### config.mk
export PLATFORM = sky130hd
export DESIGN_NAME = vend_ctrl_flat
export DESIGN_NICKNAME = d
export VERILOG_FILES = /design/src/rtl/vend_ctrl_if.sv /design/src/rtl/vend_ctrl.sv /design/src/flat_wrapper.sv
export SDC_FILE = /design/constraint.sdc
export NUM_CORES = 1
export LEC_CHECK = 0
export CAP_MARGIN = 0
export CORE_MARGIN = 2
export CORE_UTILIZATION = 45
export DETAILED_ROUTE_END_ITERATION = 7
export GPL_ROUTABILITY_DRIVEN = 0
export PLACE_DENSITY = 0.65
export REMOVE_ABC_BUFFERS = 1
export SLEW_MARGIN = 30
export SYNTH_ARGS = -nofsm -noshare
export SYNTH_HDL_FRONTEND = slang
export SYNTH_SLANG_ARGS = --single-unit
### constraint.sdc
create_clock -name clk -period 4.9 [get_ports clk]
set_input_delay 0.98 -clock clk [delete_from_list [all_inputs] [get_ports clk]]
set_output_delay 0.98 -clock clk [all_outputs]
set_load 0.005 [all_outputs]
### src/rtl/vend_ctrl_if.sv
`default_nettype none
// =============================================================================
// Module   : vend_ctrl_if
// Brief    : Pulse inputs and display/actuator outputs of the vending controller.
// Revision : 1.0
// =============================================================================
interface vend_ctrl_if;
    logic       coin1_p;
    logic       coin5_p;
    logic       coin10_p;
    logic       sel_p;
    logic       buy_p;
    logic       cancel_p;
    logic       restock_p;
    logic [7:0] credit;
    logic [1:0] sel_idx;
    logic [7:0] price;
    logic       sold_out;
    logic       dispense;
    logic [1:0] disp_idx;
    logic       change_valid;
    logic [7:0] change_amt;
    logic       coin_reject;
    logic       buy_fail;
    logic       busy;

    modport master (
        output coin1_p, coin5_p, coin10_p, sel_p, buy_p, cancel_p, restock_p,
        input  credit, sel_idx, price, sold_out, dispense, disp_idx,
               change_valid, change_amt, coin_reject, buy_fail, busy
    );

    modport slave (
        input  coin1_p, coin5_p, coin10_p, sel_p, buy_p, cancel_p, restock_p,
        output credit, sel_idx, price, sold_out, dispense, disp_idx,
               change_valid, change_amt, coin_reject, buy_fail, busy
    );
endinterface
`default_nettype wire

### src/rtl/vend_ctrl.sv
`default_nettype none
// =============================================================================
// Module   : vend_ctrl
// Brief    : Vending transaction controller: credit, selection, stock, dispense
//            and change-return sequencing driven by one-cycle input pulses.
// Revision : 1.0
// =============================================================================
module vend_ctrl #(
    parameter logic [7:0]  PRICE0      = 8'd3,
    parameter logic [7:0]  PRICE1      = 8'd5,
    parameter logic [7:0]  PRICE2      = 8'd8,
    parameter logic [7:0]  PRICE3      = 8'd10,
    parameter logic [7:0]  MAX_CREDIT  = 8'd99,
    parameter logic [3:0]  STOCK_INIT  = 4'd5,
    parameter int unsigned HOLD_CYCLES = 1000,
    parameter int unsigned TIMEOUT     = 1000000
) (
    input  logic       clk,
    input  logic       rst_n,
    vend_ctrl_if.slave bus
);
    typedef enum logic [1:0] {
        S_IDLE   = 2'd0,
        S_CREDIT = 2'd1,
        S_VEND   = 2'd2,
        S_REFUND = 2'd3
    } state_t;

    localparam logic [15:0] C_HOLD_LAST    = 16'(HOLD_CYCLES - 1);
    localparam logic [20:0] C_TIMEOUT_LAST = 21'(TIMEOUT - 1);

    state_t      r_state,        w_state_nx;
    logic [7:0]  r_credit,       w_credit_nx;
    logic [1:0]  r_sel,          w_sel_nx;
    logic [3:0]  r_stock [4];
    logic [3:0]  w_stock_nx [4];
    logic [20:0] r_timer,        w_timer_nx;
    logic [15:0] r_hold,         w_hold_nx;
    logic [1:0]  r_disp_idx,     w_disp_idx_nx;
    logic [7:0]  r_change_amt,   w_change_amt_nx;
    logic        r_coin_reject,  w_coin_reject_nx;
    logic        r_buy_fail,     w_buy_fail_nx;

    logic        w_any_coin;
    logic        w_any_pulse;
    logic [4:0]  w_coin_sum;
    logic [8:0]  w_credit_sum;
    logic [7:0]  w_price;
    logic        w_sold_out;
    logic        w_refund;

    assign w_any_coin   = bus.coin1_p | bus.coin5_p | bus.coin10_p;
    assign w_any_pulse  = w_any_coin | bus.sel_p | bus.buy_p | bus.cancel_p | bus.restock_p;
    assign w_coin_sum   = (bus.coin1_p  ? 5'd1  : 5'd0)
                        + (bus.coin5_p  ? 5'd5  : 5'd0)
                        + (bus.coin10_p ? 5'd10 : 5'd0);
    assign w_credit_sum = {1'b0, r_credit} + {4'b0000, w_coin_sum};
    assign w_sold_out   = (r_stock[r_sel] == 4'd0);

    always_comb begin
        case (r_sel)
            2'd0:    w_price = PRICE0;
            2'd1:    w_price = PRICE1;
            2'd2:    w_price = PRICE2;
            default: w_price = PRICE3;
        endcase
    end

    always_ff @(posedge clk or negedge rst_n) begin
        if (!rst_n) begin
            r_state       <= S_IDLE;
            r_credit      <= '0;
            r_sel         <= '0;
            for (int i = 0; i < 4; i++) r_stock[i] <= STOCK_INIT;
            r_timer       <= '0;
            r_hold        <= '0;
            r_disp_idx    <= '0;
            r_change_amt  <= '0;
            r_coin_reject <= 1'b0;
            r_buy_fail    <= 1'b0;
        end else begin
            r_state       <= w_state_nx;
            r_credit      <= w_credit_nx;
            r_sel         <= w_sel_nx;
            r_stock       <= w_stock_nx;
            r_timer       <= w_timer_nx;
            r_hold        <= w_hold_nx;
            r_disp_idx    <= w_disp_idx_nx;
            r_change_amt  <= w_change_amt_nx;
            r_coin_reject <= w_coin_reject_nx;
            r_buy_fail    <= w_buy_fail_nx;
        end
    end

    always_comb begin
        w_state_nx       = r_state;
        w_credit_nx      = r_credit;
        w_sel_nx         = r_sel;
        w_stock_nx       = r_stock;
        w_timer_nx       = '0;
        w_hold_nx        = '0;
        w_disp_idx_nx    = r_disp_idx;
        w_change_amt_nx  = r_change_amt;
        w_coin_reject_nx = 1'b0;
        w_buy_fail_nx    = 1'b0;
        w_refund         = 1'b0;

        case (r_state)
            S_IDLE, S_CREDIT: begin
                // Idle cycles in CREDIT run the refund timer; any pulse restarts it.
                if (r_state == S_CREDIT && !w_any_pulse) begin
                    if (r_timer == C_TIMEOUT_LAST) w_refund = 1'b1;
                    else                           w_timer_nx = r_timer + 21'd1;
                end else if (bus.cancel_p) begin
                    w_coin_reject_nx = w_any_coin;
                    w_refund         = (r_state == S_CREDIT);
                end else if (bus.buy_p) begin
                    w_coin_reject_nx = w_any_coin;
                    if (r_state == S_IDLE || w_sold_out || r_credit < w_price) begin
                        w_buy_fail_nx = 1'b1;
                    end else begin
                        w_stock_nx[r_sel] = r_stock[r_sel] - 4'd1;
                        w_disp_idx_nx     = r_sel;
                        w_credit_nx       = r_credit - w_price;
                        w_state_nx        = S_VEND;
                    end
                end else if (w_any_coin) begin
                    if (w_credit_sum <= {1'b0, MAX_CREDIT}) begin
                        w_credit_nx = w_credit_sum[7:0];
                        w_state_nx  = S_CREDIT;
                    end else begin
                        w_coin_reject_nx = 1'b1;
                    end
                end else if (bus.sel_p) begin
                    w_sel_nx = r_sel + 2'd1;
                end else if (bus.restock_p && r_state == S_IDLE) begin
                    for (int i = 0; i < 4; i++) w_stock_nx[i] = STOCK_INIT;
                end
            end
            default: begin
                w_coin_reject_nx = w_any_coin;
                w_buy_fail_nx    = bus.buy_p;
                if (r_hold == C_HOLD_LAST) begin
                    if (r_state == S_REFUND) begin
                        w_change_amt_nx = '0;
                        w_state_nx      = S_IDLE;
                    end else if (r_credit != 8'd0) begin
                        w_refund = 1'b1;
                    end else begin
                        w_state_nx = S_IDLE;
                    end
                end else begin
                    w_hold_nx = r_hold + 16'd1;
                end
            end
        endcase

        if (w_refund) begin
            w_change_amt_nx = r_credit;
            w_credit_nx     = '0;
            w_state_nx      = S_REFUND;
        end
    end

    assign bus.credit       = r_credit;
    assign bus.sel_idx      = r_sel;
    assign bus.price        = w_price;
    assign bus.sold_out     = w_sold_out;
    assign bus.dispense     = (r_state == S_VEND);
    assign bus.disp_idx     = r_disp_idx;
    assign bus.change_valid = (r_state == S_REFUND);
    assign bus.change_amt   = r_change_amt;
    assign bus.coin_reject  = r_coin_reject;
    assign bus.buy_fail     = r_buy_fail;
    assign bus.busy         = (r_state == S_VEND) || (r_state == S_REFUND);
endmodule
`default_nettype wire

### src/flat_wrapper.sv
// flat-port wrapper written by rule: the top's interface ports become plain ports
module vend_ctrl_flat 
#(
    parameter logic [7:0]  PRICE0      = 8'd3,
    parameter logic [7:0]  PRICE1      = 8'd5,
    parameter logic [7:0]  PRICE2      = 8'd8,
    parameter logic [7:0]  PRICE3      = 8'd10,
    parameter logic [7:0]  MAX_CREDIT  = 8'd99,
    parameter logic [3:0]  STOCK_INIT  = 4'd5,
    parameter int unsigned HOLD_CYCLES = 1000,
    parameter int unsigned TIMEOUT     = 1000000
)
  (clk, rst_n, bus_coin1_p, bus_coin5_p, bus_coin10_p, bus_sel_p, bus_buy_p, bus_cancel_p, bus_restock_p, bus_credit, bus_sel_idx, bus_price, bus_sold_out, bus_dispense, bus_disp_idx, bus_change_valid, bus_change_amt, bus_coin_reject, bus_buy_fail, bus_busy);
  vend_ctrl_if bus_i ();
  input  logic clk;
  input  logic rst_n;
  input wire logic [$bits(bus_i.coin1_p)-1:0] bus_coin1_p;
  input wire logic [$bits(bus_i.coin5_p)-1:0] bus_coin5_p;
  input wire logic [$bits(bus_i.coin10_p)-1:0] bus_coin10_p;
  input wire logic [$bits(bus_i.sel_p)-1:0] bus_sel_p;
  input wire logic [$bits(bus_i.buy_p)-1:0] bus_buy_p;
  input wire logic [$bits(bus_i.cancel_p)-1:0] bus_cancel_p;
  input wire logic [$bits(bus_i.restock_p)-1:0] bus_restock_p;
  output wire logic [$bits(bus_i.credit)-1:0] bus_credit;
  output wire logic [$bits(bus_i.sel_idx)-1:0] bus_sel_idx;
  output wire logic [$bits(bus_i.price)-1:0] bus_price;
  output wire logic [$bits(bus_i.sold_out)-1:0] bus_sold_out;
  output wire logic [$bits(bus_i.dispense)-1:0] bus_dispense;
  output wire logic [$bits(bus_i.disp_idx)-1:0] bus_disp_idx;
  output wire logic [$bits(bus_i.change_valid)-1:0] bus_change_valid;
  output wire logic [$bits(bus_i.change_amt)-1:0] bus_change_amt;
  output wire logic [$bits(bus_i.coin_reject)-1:0] bus_coin_reject;
  output wire logic [$bits(bus_i.buy_fail)-1:0] bus_buy_fail;
  output wire logic [$bits(bus_i.busy)-1:0] bus_busy;
  assign bus_i.coin1_p = bus_coin1_p;
  assign bus_i.coin5_p = bus_coin5_p;
  assign bus_i.coin10_p = bus_coin10_p;
  assign bus_i.sel_p = bus_sel_p;
  assign bus_i.buy_p = bus_buy_p;
  assign bus_i.cancel_p = bus_cancel_p;
  assign bus_i.restock_p = bus_restock_p;
  assign bus_credit = bus_i.credit;
  assign bus_sel_idx = bus_i.sel_idx;
  assign bus_price = bus_i.price;
  assign bus_sold_out = bus_i.sold_out;
  assign bus_dispense = bus_i.dispense;
  assign bus_disp_idx = bus_i.disp_idx;
  assign bus_change_valid = bus_i.change_valid;
  assign bus_change_amt = bus_i.change_amt;
  assign bus_coin_reject = bus_i.coin_reject;
  assign bus_buy_fail = bus_i.buy_fail;
  assign bus_busy = bus_i.busy;
  vend_ctrl #(.PRICE0(PRICE0), .PRICE1(PRICE1), .PRICE2(PRICE2), .PRICE3(PRICE3), .MAX_CREDIT(MAX_CREDIT), .STOCK_INIT(STOCK_INIT), .HOLD_CYCLES(HOLD_CYCLES), .TIMEOUT(TIMEOUT)) u_core (.clk(clk), .rst_n(rst_n), .bus(bus_i));
endmodule
**After elaboration in Yosys (flattened, before gate mapping)**

Cells that the tools add are included.

- Divide/modulo/power cells: 0
- Eq/ne operators: 20
- Shift operators: 0
- Multipliers: 0
- Bitwise operators: 12
- Muxes and demuxes: 61
- Add/sub/neg operators: 8
- Reductions and logical operators: 25
- Order comparisons: 4

Operators with widths:

| operator | count |
|---|---|
| $mux 16 | 7 |
| $mux 8 | 12 |
| $mux 21 | 3 |
| $mux 2 | 11 |
| $add 21x1->21 const B | 1 |
| $eq 21x20->1 const B | 1 |
| $mux 1 | 19 |
| $add 16x1->16 const B | 1 |
| $bwmux 16 | 1 |
| $eq 16x10->1 const B | 1 |
| $mux 4 | 4 |
| $reduce_and 7->1 | 2 |
| $pmux 4 s3 | 1 |
| $reduce_and 6->1 | 2 |
| $add 5x5->5 | 2 |
| $add 8x5->9 | 1 |
| $le 9x7->1 const B | 1 |
| $ne 3x2->1 const B | 3 |
| $reduce_bool 3->1 | 3 |
| $bmux 4 s2 | 1 |
| $demux 4 s2 | 1 |
| $lt 8x4->1 | 1 |
| $ne 2x1->1 const B | 4 |
| $ne 4x2->1 const B | 2 |
| 23 further kinds | 45 |

- Output and inout port bits: 34
- Memories: 0
- Input port bits: 9
- Bits in writable memories: 0
- Logic and storage cells: 143
- Memory bits (read-only): 0
- Latch bits: 0
- Register bits: 77

**Longest topological paths before layout**

Gate-level depths: netlist of run 1.

- Word-level depth: 13
- Gate-level depth with buffers: 15
- Gate-level depth less buffers: 13

**Least setup slack after synthesis of run 1**

Ideal clock, no wire load.

- Kind: input to register
- From: in bus_coin5_p
- To: reg u_core.r_credit[4], in the netlist u_core.bus.credit[4]
- Buffers on the path: 1
- Data arrival time: 3.707 ns
- Slack: 1.065 ns
- Stages: 12
- Required time: 4.771 ns
- Setup time: 0.129 ns
- Cell sequence: ha_1 -> ha_1 -> and3_1 -> ha_1 -> nand2_1 -> a21oi_1 -> a31oi_1 -> or4_1 -> o221a_2 -> or2_0 -> buf_2 -> a2111o_1

- Cells in the longest elaborated chain, start to end: 12
- Elaborated cells between the ends (all ways): 29
- Classes of those cells: add/sub: 3; order compare: 1; eq/ne: 3; mux: 10; bitwise: 6; reduce/logical: 6

RTL lines:

| what | RTL line | text |
|---|---|---|
| start: declaration | flat_wrapper.sv:18 | `input wire logic [$bits(bus_i.coin5_p)-1:0] bus_coin5_p;` |
| parallel branches: the longest is 12 deep, another holds $add 8x5->9 | -- |  |
| end signal: assignment | vend_ctrl.sv:83 | `r_credit <= w_credit_nx;` |
| end: declaration | vend_ctrl.sv:33 | `logic [7:0] r_credit, w_credit_nx;` |

Parallel ways; which one is timed is not known. The select of a mux whose other input is x is not followed.
A chain may end at the register's enable or synchronous reset.

**Worst setup path in the final report of run 1**

Same ends and word-level chain as after synthesis.

==> results.toml, run 1 <==
[synthesis]
synth-edff-count = 0
synth_top_cell_by_area = "dfrtp_1"
yosysMostFrequentCell = "dfrtp_1"
synth_cell_types = 58
synth-seq-cells = 77
synth_commonest_cells = "dfrtp_1, nor2_1, nand2_1, inv_1, o21ai_0"
syn_inst = 464
synthTopCellsByArea = "dfrtp_1, ha_1, nor2_1, dfstp_2, xnor2_1"
yosys_warnings = 0
synth_top_area_share_pct = 38.8
synth_area_um2 = 4460
ys.flop_type = "dfrtp_1"
synth_area_per_cell_um2 = 9.60
ys_async_sr_fraction_pct = 100
synth_seq_area_share_pct = 43.5

[clock_tree]
ctsHoldBuffers = 0
clk_pin_slew_worst_paths_ps = 80
clk_path_buf_depth = 2
cts_buffers = 9
postCtsSetupRepairBufs = 0
cts_tree = "yes"
clock_sinks = 77
clock_latency_ps = 350
h-tree-depth = 3
cts_root_buf = "clkbuf_8"
ctsResizeCount = 0

[critical_path]
critPathLaunchType = "input pin"
end_kind = "flip-flop"
crit_fanout = 9
required_ps = 5140
cp.arrival_ps = 4470
critPathKind = "input pin to flip-flop"

[timing]
slew_violations = 0
slew_headroom_pct = 52.4
fin_ws_ps = 670
fin_worst_skew_ps = 10.3
rsz0062_at_grt = "false"
finalHoldViolations = 0
finalCritPeriodShare_pct = 86.3
finalSetupTns_ps = 0
setup_viol = 0
max_freq_ghz = 0.236
fin_crit_ps = 4230
tightest_slew_ps = 707

[floorplanning]
die_area_um2 = 10700
fp.dieH_um = 104
die_w_um = 104
row_count = 36
io_pins = 43
start_util_pct = 46.0
core-area_um2 = 9680

[power]
powerDensity_nw_per_um2 = 239
power_mw = 1.23
p_leak_nw = 2.21
ir_drop_mv = 0.130

[drt]
met3_length_um = 335
post-route-drc-count = 0
drt_pre_antenna_iters = 4
routed_wl_um = 9970
postRouteAntennaNets = 0
drtIter0Drc = 159
vias_per_cell = 5.55
routed-wl-met2_um = 4780
wl_met1_um = 4680
highest_layer = "met4"
wl_per_cell_um = 15.7
vias = 3534

[global_routing]
grt_antenna_before_repair = 0
grt_max_degree = 78
grt_pass1_vias = 3482
grt_pass1_wl_um = 17000
grtUsageTotal_pct = 19.4
grt_overflow = 0

[layout]
drive_gt1_share_pct = 8.73
area_delta_synth_final_pct = 15.9
diodes = 0
nets = 531
n_fill_cell = 919

[run_status]
status = "finished clean"

[place]
post-place-ws_ps = 307
io_buffer_count = 38
hpwl_um = 7170

[run]
maxCapViolations = 0

[min_path]
min_path_type = "flip-flop to flip-flop"
-- path summary, 6_finish.rpt --
check                      slack (ps)              endpoint  cells past startpoint                  start
min in group asynchronous         630      u_core.r_hold[9]                      1                  rst_n
min                               490     u_core.r_timer[0]                      1      u_core.r_timer[0]
max                               670  u_core.bus.credit[4]                     12            bus_coin5_p
max in group asynchronous        3780    u_core.r_timer[14]                      1                  rst_n
max reg2reg                       730    u_core.r_stock[10]                     13  u_core.bus.sel_idx[0]
min reg2reg                       490     u_core.r_timer[0]                      1      u_core.r_timer[0]
-- metal layers --
metal,track usage (%),vias to the layer above
met5,0,-
met4,5.89,0
met3,5.16,17
met2,30.7,65
met1,26.3,1741
li1,-,1711
-- critical path: stages --
cell             delay [ps]
clkdlybuf4s50_1         490
ha_1                    260
ha_1                    210
and3_1                  200
ha_1                    360
nand2_1                  80
a21oi_1                 210
a31oi_1                 130
or4_1                   440
o221a_2                 330
or2_0                   340
a2111o_1                440
-- placed cells by master (no fill, tap or decap), types with 4 or more instances in the layout --
cell	synthesis	layout
dfrtp_1	69	69
nor2_1	60	60
clkdlybuf4s50_1	0	37
nand2_1	28	28
inv_1	27	27
o21ai_0	25	25
ha_1	21	21
xor2_1	19	19
xnor2_1	19	19
a21oi_1	18	18
nand3_1	17	17
a22o_1	13	13
nor3_1	11	11
nand4_1	11	11
clkbuf_8	0	9
o31ai_1	8	8
dfstp_2	8	8
and3_1	7	7
or3_1	7	7
nor2b_1	5	5
mux2_2	5	5
mux4_2	4	4
and4_1	4	4
nand2b_1	4	4
nor4_1	4	4
a22oi_1	4	4
conb_1	1	4
-- layout make-up --
class	instances	area [um^2]	area share, %
multi-input cells	342	2330	45.1
flip-flops and latches	77	1940	37.5
repair buffers	41	404	7.83
well taps	133	166	3.22
clock buffers	9	124	2.40
inverters	28	105	2.04
clock inverters	7	97.6	1.89
-- flip-flops by register name, summed over array words and instances, names as in the netlist, 2 cells and up --
name	flops
u_core.bus.sel_idx	2
u_core.bus.credit	8
u_core.bus.disp_idx	2
u_core.r_stock	16
u_core.r_timer	21
u_core.bus.change_amt	8
u_core.r_hold	16
u_core.r_state	2
-- logic make-up (layout without fill, tap and decap cells) --
| family | count (synthesis) | count (layout) | synth area share, % |
|---|---|---|---|
| AND/OR/NAND/NOR | 175 | 175 | 19.7 |
| AO/OA/AOI/OAI | 93 | 93 | 14.7 |
| flip-flops | 77 | 77 | 43.5 |
| buffers and inverters | 48 | 85 | 4.49 |
| XOR/XNOR | 38 | 38 | 7.47 |
| adder cells (fa/ha/maj) | 23 | 23 | 6.80 |
| multiplexers | 9 | 9 | 3.29 |
| other | 1 | 4 | 0.0842 |
-- power by group --
part           total, mW  switching, mW  internal [mW]  leakage (nW)
registers          0.637       0.000748          0.636          1.00
logic             0.0551         0.0345         0.0206          1.10
clock network      0.541          0.251          0.289         0.106
-- through the flow --
step | cell area [um^2] | utilization (%) | std cells | hold slack [ps]
final | 5160 | 53.3 | 637 | 486
after global routing | 5160 | 53.3 | 637 | 507
after CTS | 5160 | 53.3 | 637 | 488
after detailed placement | 4940 | 51.0 | 621 | 475
after global placement | 4940 | 51.0 | 621 | 466
after floorplan | 4370 | - | 447 | 448
No activity file was read; power rests on OpenSTA's default activity.
==> inputs of run 2 (changes only) <==
clock period = 4.3 ns   (was 4.9 ns; I/O delays follow)
==> results.toml, run 2 (same netlist as run 1, synthesis figures left out) <==
[run_status]
status = "finished clean"

[critical_path]
required_ps = 4540
end_kind = "flip-flop"
critPathBufInv = 1
critical_path.max_stage_delay_ps = 440
slowest_stage = "clkdlybuf4s50_1"
crit_fanout = 9
critPathTopFamily = "compound AO/OA/AOI/OAI gates"
critPathLaunchType = "input pin"
path_cells = "clkdlybuf4s50_1, ha_1, ha_1, and3_1, ha_1, nand2_1, a21oi_1, a31oi_1, or4_1, o221a_2, or2_0, a2111o_1"
cp_common_cell = "ha_1"
critPathKind = "input pin to flip-flop"
cp.arrival_ps = 4110

[layout]
largest_reg_flops = 21
stdcell_area_um2 = 5230
final_util_pct = 54.0
regMostFlops = "u_core.r_timer"
drive_gt1_share_pct = 10.1
n_fill_cell = 892
area_delta_synth_final_pct = 17.3
layout_common_cells = "dfrtp_1, nor2_1, clkdlybuf4s50_1"
reg_top3 = "u_core.r_timer (21), u_core.r_hold (16), u_core.r_stock (16)"
layout_commonest_cell = "dfrtp_1"
diodes = 0
nets = 541

[drt]
vias_per_cell = 5.47
wl_per_cell_um = 15.5
vias = 3540
postRouteAntennaNets = 0
routed_wl_um = 10000
post-route-drc-count = 0
drt_pre_antenna_iters = 4
drtIter0Drc = 175

[clock_tree]
ctsHoldBuffers = 0
clock_sinks = 77
ctsResizeCount = 0
clk_pin_slew_worst_paths_ps = 80
clk_path_buf_depth = 2
cts_root_buf = "clkbuf_8"
postCtsSetupRepairBufs = 0
clock_latency_ps = 360
h-tree-depth = 3
cts_tree = "yes"
cts_buffers = 9

[timing]
fin_ws_ps = 429
rsz0062_at_grt = "false"
slew_headroom_pct = 54.2
tightest_slew_ps = 681
max_freq_ghz = 0.258
slew_violations = 0
fin_crit_ps = 3870
setup_viol = 0
finalHoldViolations = 0
finalCritPeriodShare_pct = 90.0
fin_worst_skew_ps = 8.40
finalSetupTns_ps = 0

[floorplanning]
row_count = 36
start_util_pct = 46.0
die_w_um = 104
core-area_um2 = 9680
fp.dieH_um = 104
io_pins = 43
die_area_um2 = 10700

[power]
switching_share_pct = 22.3
ir_drop_mv = 0.216
power_frac_seq_pct = 52.5
p_leak_nw = 2.26
power_mw = 1.38
powerDensity_nw_per_um2 = 265
combPwrFrac_pct = 4.6
p_int_mw = 1.07
net-switching-power_uw = 308
pwr-share-clk_pct = 42.9

[global_routing]
grt_overflow = 0
met1_usage_pct = 27.1
grt_max_degree = 78
grt.busiest_layer = "met2"
grt_pass1_wl_um = 17200
met2_usage_pct = 31.7
grt_antenna_before_repair = 0
grtUsageTotal_pct = 19.8
use_met3_pct = 4.91
grt_pass1_vias = 3459

[place]
placed_area_um2 = 5010
post-place-ws_ps = 61.8
hpwl_um = 7250
io_buffer_count = 38

[min_path]
min_path_type = "flip-flop to flip-flop"

[run]
maxCapViolations = 0
run 2: cell type report:
| cell class | instances | area, um^2 | area share (%) |
|---|---|---|---|
| Multi-Input combinational cell | 342 | 2330 | 44.6 |
| Sequential cell | 77 | 1940 | 37.1 |
| Timing Repair Buffer | 51 | 479 | 9.17 |
| Tap cell | 133 | 166 | 3.18 |
| Clock buffer | 11 | 131 | 2.51 |
| Inverter | 28 | 105 | 2.01 |
| Clock inverter | 5 | 77.6 | 1.48 |
run 2: final timing paths:
path,start,end,slack (ps),depth (start not counted)
setup / recovery,bus_coin5_p,u_core.bus.credit[4],430,12
hold / removal,u_core.r_hold[0],u_core.r_hold[0],480,1
setup reg to reg,u_core.bus.sel_idx[0],u_core.r_stock[1],690,14
hold reg to reg,u_core.r_hold[0],u_core.r_hold[0],480,1
max in group asynchronous,rst_n,u_core.r_stock[1],3310,1
min in group asynchronous,rst_n,u_core.r_hold[7],520,1
run 2: metal layers:
layer / share of wire, % / vias up
li1: - / 1729
met2: 48 / 67
met1: 47 / 1733
met5: 0 / -
met3: 3.8 / 11
met4: 0.96 / 0
run 2: through the flow:
step	cells	hold slack (ps)
final	647	481
after CTS	647	485
after floorplan	447	448
after global routing	647	502
after global placement	631	465
after detailed placement	631	473
run 2: power groups by stage:
| stage | Combinational, mW | Sequential [mW] | Clock, mW |
|---|---|---|---|
| finish | 0.0633 | 0.726 | 0.594 |
| global route | 0.0728 | 0.726 | 0.637 |
| CTS | 0.0643 | 0.726 | 0.610 |
| detailed placement | 0.0638 | 0.740 | 0 |
| global placement | 0.0630 | 0.740 | 0 |
| floorplan | 0.0255 | 0.740 | 0 |
